File: config.mk
export PLATFORM = sky130hd
export DESIGN_NAME = gbe_tx_arb
export DESIGN_NICKNAME = d
export VERILOG_FILES = /design/src/rtl/gbe_tx_arb.sv
export SDC_FILE = /design/constraint.sdc
export NUM_CORES = 1
export LEC_CHECK = 0
export ABC_CLOCK_PERIOD_IN_PS = 6300
export BUFFER_PORTS_ARGS = -buffer_cell sky130_fd_sc_hd__buf_2
export CORE_AREA = 2 2 136 138
export DETAILED_ROUTE_END_ITERATION = 10
export DIE_AREA = 0 0 138 140
export MAX_ROUTING_LAYER = met4
export PLACE_DENSITY_LB_ADDON = 0.25
export SLEW_MARGIN = 25
export SYNTH_ARGS = -nofsm -noshare
export SYNTH_HDL_FRONTEND = slang
export SYNTH_SLANG_ARGS = --single-unit
File: constraint.sdc
create_clock -name app_clk -period 6.3 [get_ports app_clk]
set_input_delay 0.63 -clock app_clk [delete_from_list [all_inputs] [get_ports app_clk]]
set_output_delay 0.63 -clock app_clk [all_outputs]
set_load 0.005 [all_outputs]
File: src/rtl/gbe_tx_arb.sv
// Round-robin arbiter that merges NPORTS framed byte streams onto one TX application
// interface, truncating frames longer than MAX_BYTES and draining their remainder.
//
// state | meaning
// IDLE  | no grant held; picks the next requester round-robin when allowed
// SEND  | forwarding bytes of port g to the TX interface
// DRAIN | frame was truncated; swallowing port g's bytes up to its eof
module gbe_tx_arb #(
  parameter int NPORTS    = 4,
  parameter int MAX_BYTES = 1472
) (
  input  logic                 app_clk,
  input  logic                 app_rst_n,
  input  logic                 arb_enable,
  input  logic [NPORTS-1:0]    src_valid,
  input  logic [8*NPORTS-1:0]  src_data,
  input  logic [NPORTS-1:0]    src_eof,
  input  logic [32*NPORTS-1:0] src_destip,
  input  logic [16*NPORTS-1:0] src_destport,
  output logic [NPORTS-1:0]    src_ready,
  output logic [7:0]           app_data,
  output logic                 app_dvld,
  output logic                 app_eof,
  output logic [31:0]          app_destip,
  output logic [15:0]          app_destport,
  input  logic                 app_afull,
  input  logic                 app_overflow,
  output logic [2:0]           grant_port,
  output logic [31:0]          frames_sent,
  output logic [15:0]          trunc_count
);

  typedef enum logic [1:0] {IDLE, SEND, DRAIN} state_t;

  state_t      state_q, state_d;
  logic [2:0]  g_q, last_g_q;
  logic [15:0] byte_cnt_q;

  logic        hi_vld, lo_vld, pick_vld;
  logic [2:0]  hi_pick, lo_pick, pick;
  logic [31:0] pick_ip;
  logic [15:0] pick_port;
  logic        sel_valid, sel_eof;
  logic [7:0]  sel_data;
  logic        can_grant, accept, at_max;

  // Round-robin: first requester above last_g, else the lowest-numbered requester.
  always_comb begin
    hi_vld  = 1'b0;
    lo_vld  = 1'b0;
    hi_pick = '0;
    lo_pick = '0;
    for (int j = 0; j < NPORTS; j++) begin
      if (src_valid[j] && (3'(j) > last_g_q) && !hi_vld) begin
        hi_vld  = 1'b1;
        hi_pick = 3'(j);
      end
      if (src_valid[j] && !lo_vld) begin
        lo_vld  = 1'b1;
        lo_pick = 3'(j);
      end
    end
    pick     = hi_vld ? hi_pick : lo_pick;
    pick_vld = hi_vld | lo_vld;
  end

  always_comb begin
    sel_valid = 1'b0;
    sel_eof   = 1'b0;
    sel_data  = '0;
    pick_ip   = '0;
    pick_port = '0;
    for (int j = 0; j < NPORTS; j++) begin
      if (g_q == 3'(j)) begin
        sel_valid = src_valid[j];
        sel_eof   = src_eof[j];
        sel_data  = src_data[8*j +: 8];
      end
      if (pick == 3'(j)) begin
        pick_ip   = src_destip[32*j +: 32];
        pick_port = src_destport[16*j +: 16];
      end
    end
  end

  assign can_grant = (state_q == IDLE) && arb_enable && !app_afull && !app_overflow && pick_vld;
  assign accept    = sel_valid && (((state_q == SEND) && !app_afull) || (state_q == DRAIN));
  assign at_max    = (byte_cnt_q == 16'(MAX_BYTES - 1));

  always_ff @(posedge app_clk) begin
    if (!app_rst_n) state_q <= IDLE;
    else            state_q <= state_d;
  end

  always_comb begin
    state_d   = state_q;
    src_ready = '0;
    case (state_q)
      IDLE: begin
        if (can_grant) state_d = SEND;
      end
      SEND: begin
        for (int j = 0; j < NPORTS; j++)
          if (g_q == 3'(j)) src_ready[j] = !app_afull;
        if (accept && sel_eof)     state_d = IDLE;
        else if (accept && at_max) state_d = DRAIN;
      end
      DRAIN: begin
        for (int j = 0; j < NPORTS; j++)
          src_ready[j] = (g_q == 3'(j));
        if (accept && sel_eof) state_d = IDLE;
      end
      default: state_d = IDLE;
    endcase
  end

  always_ff @(posedge app_clk) begin
    if (!app_rst_n) begin
      g_q          <= '0;
      last_g_q     <= 3'(NPORTS - 1);
      byte_cnt_q   <= '0;
      app_data     <= '0;
      app_dvld     <= 1'b0;
      app_eof      <= 1'b0;
      app_destip   <= '0;
      app_destport <= '0;
      frames_sent  <= '0;
      trunc_count  <= '0;
    end else begin
      app_dvld <= 1'b0;
      app_eof  <= 1'b0;
      if (can_grant) begin
        g_q          <= pick;
        app_destip   <= pick_ip;
        app_destport <= pick_port;
        byte_cnt_q   <= '0;
      end
      if ((state_q == SEND) && accept) begin
        app_data   <= sel_data;
        app_dvld   <= 1'b1;
        app_eof    <= sel_eof | at_max;
        byte_cnt_q <= byte_cnt_q + 16'd1;
        if (sel_eof | at_max) frames_sent <= frames_sent + 32'd1;
        if (!sel_eof && at_max && (trunc_count != 16'hFFFF)) trunc_count <= trunc_count + 16'd1;
        if (sel_eof) last_g_q <= g_q;
      end
      if ((state_q == DRAIN) && accept && sel_eof) last_g_q <= g_q;
    end
  end

  assign grant_port = g_q;

endmodule

Word-level counts from Yosys, hierarchy flattened
Index checks and enable logic that the tools add are counted.
{"block": "word_totals", "reg_bits": 130, "input_bits": 237, "out_inout_bits": 113, "word_cells": 128}
{"block": "op_classes", "n_addsub": 3, "n_lt_le_gt_ge": 4, "n_eq_ne": 13, "n_mux": 51, "n_bitwise": 2, "n_reduce_logical": 44}
{"operator": "$mux 32", "count": 4}
{"operator": "$mux 16", "count": 6}
{"operator": "$add 16x1->16 const B", "count": 2}
{"operator": "$add 32x1->32 const B", "count": 1}
{"operator": "$mux 8", "count": 4}
{"operator": "$mux 3", "count": 8}
{"operator": "$logic_and 1x1->1", "count": 23}
{"operator": "$mux 1", "count": 23}
{"operator": "$eq 16x11->1 const B", "count": 1}
{"operator": "$ne 16x16->1 const B", "count": 1}
{"operator": "$eq 3x2->1 const B", "count": 4}
{"operator": "$logic_not 1->1", "count": 9}
{"operator": "$mux 2", "count": 4}
{"operator": "$pmux 4 s2", "count": 1}
{"operator": "$reduce_and 2->1", "count": 4}
{"operator": "$eq 3x1->1 const B", "count": 2}
{"operator": "$gt 1x3->1 const A", "count": 2}
{"operator": "$gt 2x3->1 const A", "count": 2}
{"operator": "$logic_not 3->1", "count": 2}
{"operator": "$pmux 2 s3", "count": 1}
{"operator": "$reduce_bool 2->1", "count": 3}
{"operator": "$ne 2x2->1 const B", "count": 2}
{"operator": "$ne 3x3->1 const B", "count": 1}
{"operator": "$reduce_and 3->1", "count": 1}
{"operator": "other kinds (5)", "count": 6}

Logic depth before layout (Yosys ltp)
Gate-level depths: netlist of run 1.
{"block": "logic_depth", "word_depth": 18, "ltp_mapped": 10}

Worst setup path after synthesis of run 1
OpenSTA, ideal clock, no wires.
{"block": "synth_timing", "kind": "input port to flip-flop", "from": "input src_eof[3]", "to": "register trunc_count[12]", "setup_time_ns": 0.128, "t_arrival_ns": 2.654, "required_ns": 6.172, "setup_slack_ns": 3.518, "cell_stages": 7, "path_cell_list": "mux4_2 > or4_4 > a2111oi_4 > buf_6 > nand4_1 > xor2_1 > nor2_1"}
{"block": "synth_via", "elab_chain_len": 5}
{"item": "start: declaration", "line_no": "17", "text": "input logic [NPORTS-1:0] src_eof,"}
{"item": "$mux 1", "line_no": "74", "text": "if (g_q == 3'(j)) begin"}
{"item": "$logic_not 1->1", "line_no": "144", "text": "if (!sel_eof && at_max && (trunc_count != 16'hFFFF)) trunc_count <= trunc_count + 16'd1;"}
{"item": "$logic_and 1x1->1 (2 in series)", "line_no": "144"}
{"item": "$reduce_and 2->1 (no source line)"}
{"item": "end signal: assignment", "line_no": "144"}
{"item": "end: declaration", "line_no": "30", "text": "output logic [15:0] trunc_count"}
No other way between the ends.
A chain may end at the register's enable or synchronous reset.

Worst setup path in the final report of run 1
{"block": "layout_timing", "from": "register g_q[0], in the netlist grant_port[0]", "to": "register trunc_count[13]"}
{"block": "layout_via", "elab_chain_len": 9, "elab_cells_between_ends": 18}
{"item": "start: declaration", "line_no": "36", "text": "logic [2:0] g_q, last_g_q;"}
{"item": "start signal: assignment", "line_no": "133", "text": "g_q <= pick;"}
{"item": "$logic_not 3->1", "line_no": "74"}
{"item": "$mux 1 (4 in series)", "line_no": "74"}
{"item": "$logic_not 1->1", "line_no": "144"}
{"item": "$logic_and 1x1->1 (2 in series)", "line_no": "144"}
{"item": "$reduce_and 2->1 (no source line) (*)"}
Mark *: on every way between the ends. The rest lies on a longest branch, timed or not.

==> flow_summary.yaml, run 1 <==
cells_and_area:
  drive_above_1_share: 0.335
  design_area_um2: 9340
  layout_commonest_cell: "buf_2"
  final_cell_mix: "buf_2, nand2_1, dfxtp_1"
  instances_no_fill: 1465
  layout.nets: 1461
  utilization: 0.526
  area_delta_synth_final_pct: 35.3
global_route:
  grt_max_degree: 75
  antenna_found_initial: 4
  grt_usage: 0.253
  overflow: 0
  grt_first_pass_wirelength_um: 38600
  grt_pass1_vias: 7350
setup_path:
  start_kind: "flop"
  critical_path_peak_fanout: 19
  crit_chain: "mux4_2 -> or4_4 -> a2111oi_4 -> nand4_1 -> xor2_1 -> nor2_1"
  r2r_cells: 6
  max_stage_delay_ns: 0.88
  worstSetupEndpointType: "flop"
  cp_slowest_cell: "dfxtp_1"
  critical_path_class: "reg2reg"
  crit_required_ns: 6.58
  r2r_slack_ns: 2.65
  rr_endpoint: "trunc_count[13]$_SDFFE_PN0P_"
  rr_startpoint: "grant_port[0]$_SDFFE_PN0P_"
  crit_end: "trunc_count[13]$_SDFFE_PN0P_"
  critPathArrivalTime_ns: 3.94
  cp-startpoint: "grant_port[0]$_SDFFE_PN0P_"
detailed_routing:
  vias_per_cell: 5.36
  postRouteWirelength_um: 24300
  drt-pass1-iter-count: 5
  route.detailed.drc: 0
  wire_per_inst_um: 16.6
  ant_nets: 0
  via_count: 7857
  drt-initial-drc-count: 554
power_and_ir_drop:
  seq_power_share: 0.415
  finalPower_mw: 2.03
  p_sw_uw: 549
  internal_power_mw: 1.48
  p_comb_frac: 0.140
  peakVddDrop_mv: 0.183
  leakage_nw: 4.42
  power_per_cell_area_nw_per_um2: 217
  netSwitchingFraction: 0.270
  power_frac_clock: 0.445
synth:
  synth.top_cell.area_share: 0.371
  syn_area_per_cell_um2: 7.60
  synth_nets: 1152
  synth_top_flop_cell: "dfxtp_1"
  synth_edf_count: 0
  synth_area_leaders: "dfxtp_1, nand2_1, a21oi_1, o21ai_0, a22oi_1"
  postSynthCellCount: 909
  async_flop_share: 0
  yosysWarnings: 0
  synth_area_um2: 6910
  synth-seq-area-share: 0.371
  synth_top_area_cell: "dfxtp_1"
  ys_seq_elements: 128
  ys_types: 59
clock_network:
  clk_pin_slew_ns: 0.06
  cts.sinks: 128
  cts_hold_buf: 0
  postCtsSetupBuffers: 0
  clock-root-buffer: "clkbuf_16"
  post_cts_resized: 0
  cts.path.max_buffers: 2
  tritoncts: "done"
  clk_latency_ns: 0.43
  cts-htree-levels: 4
  cts_buffers: 17
placed_design:
  dp_hpwl_um: 17500
  io_buffers: 348
  placed_area_um2: 8790
  place_ws_ns: 2.64
  routabilityCongestion: 0.928
  dpl.cell_count: 1428
timing:
  setup_viol: 0
  fin_tns_setup_ns: 0
  skew_ns: 0.0154
  finalHoldViolCount: 0
  max_freq_mhz: 274
  slew_violations: 0
  min_period_ns: 3.65
  worst_pin_slew_ns: 0.924
  finalCritPeriodShare: 0.580
  whs_ns: 0.449
  slew_headroom: 0.384
  setup_ws_ns: 2.65
  rsz0062_at_grt: "false"
die:
  fp-row-count: 49
  coreArea_um2: 17800
  start_util: 0.389
  die_w_um: 138
  dieArea_um2: 19300
  ioPinCount: 350
  die_h_um: 140
worst_hold_path:
  holdCritPathClass: "reg2reg"
run:
  drv_cap: 0
status:
  status: "finished, final reports clean"
==> per-layer routing <==
layer / GRT usage / share of wire / vias up
met5: - / 0 / -
met4: 0.102 / 0.027 / 0
met3: 0.0509 / 0.068 / 48
met2: 0.394 / 0.47 / 323
met1: 0.324 / 0.44 / 3625
li1: - / - / 3861
==> power groups by stage <==
| stage | logic (mW) | registers [mW] | clock network [mW] |
|---|---|---|---|
| 6_report | 0.284 | 0.842 | 0.904 |
| 5_1_grt | 0.318 | 0.844 | 0.955 |
| 4_1_cts | 0.285 | 0.842 | 0.929 |
| 3_5_place_dp | 0.284 | 0.859 | 0 |
| 3_3_place_gp | 0.283 | 0.859 | 0 |
| 2_1_floorplan | 0.146 | 0.857 | 0 |
==> Yosys cell counts, drive strengths merged (2+ instances only) <==
library cell	number
ha	6
a22oi	39
and2	9
o211a	2
a31oi	10
o21ai	61
a311oi	4
a21o	4
and4	7
nor2	77
clkbuf	60
nand3b	2
nand2b	3
a211oi	4
and3	19
buf	8
nor2b	5
inv	11
nand2	179
or3	8
nor3	5
nand3	20
dfxtp	128
o211ai	12
xnor2	13
a21oi	114
mux4	10
o21bai	3
or4	2
o2111ai	2
o221ai	8
nand4	21
xor2	27
nor4	2
mux2i	4
==> logic make-up (layout without fill, tap and decap cells) <==
| logic type | count (synthesis) | in the layout | share of synthesized area |
|---|---|---|---|
| and+or+nand+nor | 367 | 367 | 0.243 |
| buffers and inverters | 79 | 401 | 0.0458 |
| other | 1 | 6 | 0.000543 |
| AOI/OAI and AO/OA | 274 | 274 | 0.240 |
| DFF | 128 | 128 | 0.371 |
| muxes | 14 | 14 | 0.0384 |
| adders and majority gates | 6 | 6 | 0.0109 |
| xor gates and xnor gates | 40 | 40 | 0.0507 |
==> sequential cells by signal (all words and copies together) (netlist names), 8 cells and up <==
signal        flops
app_destip       32
byte_cnt_q       16
frames_sent      32
app_data          8
app_destport     16
trunc_count      16
==> critical path: cells and delay by family (launching register included) <==
kind            cells  cell delay (ns)
flops               1             0.88
compound gates      1             0.86
mux                 1             0.71
simple gates        3             0.86
xor+xnor            1             0.19
==> cell type report <==
type                    count  area (um^2)
clock inverters            11         80.1
inverters                  11         41.3
diodes                      5         12.5
clock buffers              21          460
flip-flops and latches    128         2560
repair buffers            358         1820
well taps                 229          287
multi-input cells         702         4080
fillers                  1807         8440
==> how the worst min path moves through the flow <==
stage | from | end | slack, ns | depth (start not counted)
3_5_place_dp | app_data[4]$_SDFFE_PN0P_ | app_data[4]$_SDFFE_PN0P_ | 0.45 | 2
2_1_floorplan | byte_cnt_q[15]$_SDFFE_PN0P_ | byte_cnt_q[15]$_SDFFE_PN0P_ | 0.43 | 2
4_1_cts | src_destip[44] | app_destip[12]$_SDFFE_PN0P_ | 0.43 | 3
3_3_place_gp | app_data[6]$_SDFFE_PN0P_ | app_data[6]$_SDFFE_PN0P_ | 0.44 | 2
6_report | app_data[4]$_SDFFE_PN0P_ | app_data[4]$_SDFFE_PN0P_ | 0.45 | 2
5_1_grt | src_destip[44] | app_destip[12]$_SDFFE_PN0P_ | 0.47 | 3
(Power assumes the default switching activity.)
==> run 2, diff against run 1 <==
--- a/config.mk
+++ b/config.mk
@@ -5,7 +5,7 @@
 export SDC_FILE = /design/constraint.sdc
 export NUM_CORES = 1
 export LEC_CHECK = 0
-export ABC_CLOCK_PERIOD_IN_PS = 6300
+export ABC_CLOCK_PERIOD_IN_PS = 2900
 export BUFFER_PORTS_ARGS = -buffer_cell sky130_fd_sc_hd__buf_2
 export CORE_AREA = 2 2 136 138
 export DETAILED_ROUTE_END_ITERATION = 10
==> constraint.sdc (replaced) <==
create_clock -name app_clk -period 2.9 [get_ports app_clk]
set_input_delay 0.29 -clock app_clk [delete_from_list [all_inputs] [get_ports app_clk]]
set_output_delay 0.29 -clock app_clk [all_outputs]
set_load 0.005 [all_outputs]
==> run 2 against run 1 <==
Count of clock-buffer cells in the layout decreased by 2. Via count grew 2.0%. First-iteration DRC count down 0.18%. Register-to-register slack got worse by 2.4 ns. Core utilization is 1.4 points higher. Sequential share of layout area fell by 0.72 points. Sequential cell count is the same. Global-route usage increased by 0.62 points. Maximum frequency rose by 36%. Routed wire length is 4.4% higher. Highest routed layer unchanged. Sequential power up 120%. Die area did not move.
==> flow_summary.yaml, run 2 (synthesis results as in run 1) <==
detailed_routing:
  wire_per_inst_um: 17.2
  postRouteWirelength_um: 25400
  route.detailed.drc: 0
  drt-pass1-iter-count: 5
  vias_per_cell: 5.43
  via_count: 8015
  ant_nets: 0
  drt-initial-drc-count: 553
clock_network:
  clk_pin_slew_ns: 0.06
  clk_latency_ns: 0.42
  cts.sinks: 128
  post_cts_resized: 0
  tritoncts: "done"
  cts_hold_buf: 0
  postCtsSetupBuffers: 0
  clock-root-buffer: "clkbuf_16"
  cts-htree-levels: 4
  cts_buffers: 17
  cts.path.max_buffers: 2
global_route:
  grt_max_degree: 57
  antenna_found_initial: 3
  grt_first_pass_wirelength_um: 39500
  grt_usage: 0.259
  overflow: 0
  grt_pass1_vias: 7445
cells_and_area:
  seqCellArea_um2: 2560
  fillers: 1742
  area_delta_synth_final_pct: 38.9
  final_cell_mix: "buf_2, nand2_1, dfxtp_1"
  reg_top3: "app_destip (32), frames_sent (32)"
  multiInputGateArea_um2: 4080
  drive_above_1_share: 0.344
  layout.nets: 1475
  layout_commonest_cell: "buf_2"
power_and_ir_drop:
  leakage_nw: 4.55
  seq_power_share: 0.382
  peakVddDrop_mv: 0.449
  internal_power_mw: 3.52
  p_sw_mw: 1.26
  power_per_cell_area_nw_per_um2: 498
  netSwitchingFraction: 0.263
  power_frac_clock: 0.481
  finalPower_mw: 4.77
  p_comb_frac: 0.137
run:
  drv_cap: 0
worst_hold_path:
  holdCritPathClass: "in2reg"
die:
  dieArea_um2: 19300
  die_h_um: 140
  fp-row-count: 49
  start_util: 0.389
  coreArea_um2: 17800
  ioPinCount: 350
  die_w_um: 138
timing:
  slew_violations: 0
  worst_pin_slew_ns: 0.771
  setup_viol: 0
  max_freq_mhz: 373
  min_period_ns: 2.68
  finalHoldViolCount: 0
  rsz0062_at_grt: "false"
  setup_ws_ns: 0.221
  finalCritPeriodShare: 0.924
  skew_ns: 0.00704
  slew_headroom: 0.485
  fin_tns_setup_ns: 0
placed_design:
  io_buffers: 348
  routabilityCongestion: 0.962
  place_ws_ns: 0.277
  dp_hpwl_um: 18400
status:
  status: "finished, final reports clean"
setup_path:
  critical_path_class: "reg2reg"
  start_kind: "flop"
  critPathArrivalTime_ns: 2.98
  crit_required_ns: 3.20
  worstSetupEndpointType: "flop"
  critical_path_peak_fanout: 16
-- run 2: cell types whose count changed in the layout (fill, tap and decap cells not counted) --
cell and delta:
buf_4 +9, clkinv_4 +3, buf_12 +5, bufinv_16 +3, diode_2 -2, inv_6 +2, and3_1 +1, clkbuf_1 -2
clkinvlp_4 -3, and3_2 -1, clkinv_2 -3
-- run 2: final timing paths --
check / start / endpoint / slack, ns / depth (start not counted)
setup reg to reg: grant_port[0]$_SDFFE_PN0P_ / trunc_count[4]$_SDFFE_PN0P_ / 0.22 / 7
hold reg to reg: app_data[6]$_SDFFE_PN0P_ / app_data[6]$_SDFFE_PN0P_ / 0.45 / 2
hold / removal: src_destip[44] / app_destip[12]$_SDFFE_PN0P_ / 0.13 / 3
setup / recovery: grant_port[0]$_SDFFE_PN0P_ / trunc_count[4]$_SDFFE_PN0P_ / 0.22 / 7
-- run 2: final cells by class --
type	instances	share of cell area
Inverter	11	0.00430
Antenna cell	3	0.000782
Multi-Input combinational cell	702	0.426
Timing Repair Buffer	372	0.207
Sequential cell	128	0.267
Tap cell	229	0.0299
Clock buffer	19	0.0472
Clock inverter	13	0.0184
-- run 2: power groups by stage --
stage	sequential [mW]	clock [mW]	combinational, mW
2_1_floorplan	1.86	0	0.317
3_3_place_gp	1.86	0	0.652
3_5_place_dp	1.86	0	0.653
4_1_cts	1.82	2.32	0.655
5_1_grt	1.83	2.40	0.725
6_report	1.82	2.30	0.654
-- run 2: stage by stage --
stage	utilization	area, um^2	instances	hold WS, ns
2_1_floorplan	-	6910	909	0.435
3_3_place_gp	0.504	8960	1442	0.440
3_5_place_dp	0.504	8960	1442	0.446
4_1_cts	0.539	9590	1474	0.112
5_1_grt	0.539	9590	1476	0.129
6_report	0.540	9590	1477	0.131
-- run 2: metal layers --
| metal | GRT usage | up-vias | wire length [um] |
|---|---|---|---|
| li1 | - | 3876 | - |
| met1 | 0.341 | 3782 | 11000 |
| met2 | 0.406 | 324 | 12000 |
| met3 | 0.0544 | 33 | 1990 |
| met4 | 0.0709 | 0 | 457 |
| met5 | - | - | 0 |
-- run 2: worst max-delay path, cell delays in order (launching register included) --
cell and delay (ns):
dfxtp_1 0.36, mux4_2 0.62, or4_4 0.59, a2111oi_4 0.32, buf_4 0.27, nand4_1 0.16
xor2_1 0.20, nor2_1 0.05
==> run 3, diff against run 2 <==
==> constraint.sdc (replaced) <==
create_clock -name app_clk -period 2.9 [get_ports app_clk]
set_input_delay 0.29 -clock app_clk [delete_from_list [all_inputs] [get_ports app_clk]]
set_output_delay 0.29 -clock app_clk [all_outputs]
set_load 0.1 [all_outputs]
==> run 3 against run 2 <==
Clock power shrank 3%. Final area is 0.72% lower. Count of clock-buffer cells in the layout down 1. Core utilization decreased by 0.39 points. Critical path depth is 1 lower. Via count down 0.67%. Setup slack better by 0.035 ns. Sequential power about the same. Sequential share of layout area grew 0.25 points. Register-to-register slack improved by 0.03 ns. Die area unchanged. Routed wire length is 3.6% lower. Critical endpoint is now frames_sent[20]$_SDFFE_PN0P_.
==> flow_summary.yaml, run 3 (synthesis results as in run 1) <==
placed_design:
  place_ws_ns: 0.300
  dp_hpwl_um: 18200
  io_buffers: 348
  dpl.cell_count: 1439
  placed_area_um2: 8910
  routabilityCongestion: 0.882
detailed_routing:
  drt-pass1-iter-count: 5
  postRouteWirelength_um: 24500
  wl_met3_um: 1580
  ant_nets: 0
  via_count: 7961
  vias_per_cell: 5.41
  drt-initial-drc-count: 554
  route.detailed.drc: 0
  top_layer_used: "met4"
  met2_length_um: 11800
  wire_per_inst_um: 16.6
  wl_met1_um: 10500
clock_network:
  cts.path.max_buffers: 2
  post_cts_resized: 0
  tritoncts: "done"
  postCtsSetupBuffers: 0
  cts.sinks: 128
  clock-root-buffer: "clkbuf_16"
  clk_pin_slew_ns: 0.07
  cts_hold_buf: 0
  cts-htree-levels: 4
  cts_buffers: 17
  clk_latency_ns: 0.42
cells_and_area:
  final_cell_mix: "buf_2, nand2_1, dfxtp_1"
  utilization: 0.536
  area_delta_synth_final_pct: 37.9
  drive_above_1_share: 0.345
  layout.nets: 1472
  design_area_um2: 9530
  instances_no_fill: 1472
  reg_top3: "app_destip (32), frames_sent (32)"
  layout_commonest_cell: "buf_2"
setup_path:
  critical_path_peak_fanout: 18
  critical_path_class: "reg2reg"
  crit_required_ns: 3.24
  critPathArrivalTime_ns: 2.99
  start_kind: "flop"
  worstSetupEndpointType: "flop"
timing:
  worst_pin_slew_ns: 0.781
  rsz0062_at_grt: "false"
  setup_ws_ns: 0.256
  slew_violations: 0
  fin_tns_setup_ns: 0
  min_period_ns: 2.64
  max_freq_mhz: 378
  finalHoldViolCount: 0
  finalCritPeriodShare: 0.912
  slew_headroom: 0.479
  setup_viol: 0
  skew_ns: 0.0129
global_route:
  overflow: 0
  grt_max_degree: 71
  grt_pass1_vias: 7339
  grt_first_pass_wirelength_um: 38500
  antenna_found_initial: 1
  grt_usage: 0.251
worst_hold_path:
  holdCritPathClass: "in2reg"
run:
  drv_cap: 0
die:
  die_w_um: 138
  fp-row-count: 49
  start_util: 0.389
  coreArea_um2: 17800
  dieArea_um2: 19300
  die_h_um: 140
  ioPinCount: 350
power_and_ir_drop:
  power_per_cell_area_nw_per_um2: 524
  leakage_nw: 4.53
  peakVddDrop_mv: 0.379
status:
  status: "finished, final reports clean"
## run 3: cell count changes in the layout (fill, tap and decap cells not counted)
cell,previous run,this run
buf_12,5,2
dfxtp_1,128,126
clkbuf_8,2,1
clkinv_2,0,2
inv_6,5,4
nor3b_2,0,1
dfxtp_4,0,1
diode_2,3,1
nor3b_1,1,0
clkinvlp_4,1,2
dfxtp_2,0,1
clkinv_4,4,3
## run 3: final timing paths
path              slack, ns                            to                  startpoint  cells past startpoint
setup / recovery       0.26  frames_sent[20]$_SDFFE_PN0P_  grant_port[0]$_SDFFE_PN0P_                      6
hold reg to reg        0.46      app_data[2]$_SDFFE_PN0P_    app_data[2]$_SDFFE_PN0P_                      2
setup reg to reg       0.26  frames_sent[20]$_SDFFE_PN0P_  grant_port[0]$_SDFFE_PN0P_                      6
hold / removal         0.12   app_destip[25]$_SDFFE_PN0P_              src_destip[57]                      3
## run 3: metal layers
layer / up-vias / track usage
li1: 3886 / -
met1: 3732 / 0.319
met2: 302 / 0.404
met3: 41 / 0.0513
met4: 0 / 0.0752
met5: - / -
## run 3: power by group
group          switching [mW]  total (mW)  internal (mW)  leakage [nW]
sequential             0.0241        1.82           1.80          1.04
combinational           0.639       0.929          0.290          3.19
clock                   0.856        2.24           1.39         0.298
## run 3: area by class of cell
| class | instances | area, um^2 |
|---|---|---|
| Fill cell | 1782 | 8250 |
| Multi-Input combinational cell | 702 | 4090 |
| Sequential cell | 128 | 2570 |
| Timing Repair Buffer | 369 | 1920 |
| Clock buffer | 18 | 439 |
| Tap cell | 229 | 287 |
| Clock inverter | 14 | 176 |
| Inverter | 11 | 41.3 |
| Antenna cell | 1 | 2.50 |
## run 3: per-stage QoR
stage | power, mW | hold slack (ns)
after CTS | 5.03 | 0.109
after global routing | 5.18 | 0.123
after global placement | 2.79 | 0.440
after floorplan | 2.47 | 0.435
after detailed placement | 2.79 | 0.449
final | 5.00 | 0.121
## run 3: worst max-delay path, stage by stage, from the launching register on
cell,delay (ns)
dfxtp_4,0.35
buf_4,0.26
mux4_2,0.28
and3_1,0.52
o2111ai_1,0.52
or3_1,0.49
a21oi_1,0.15
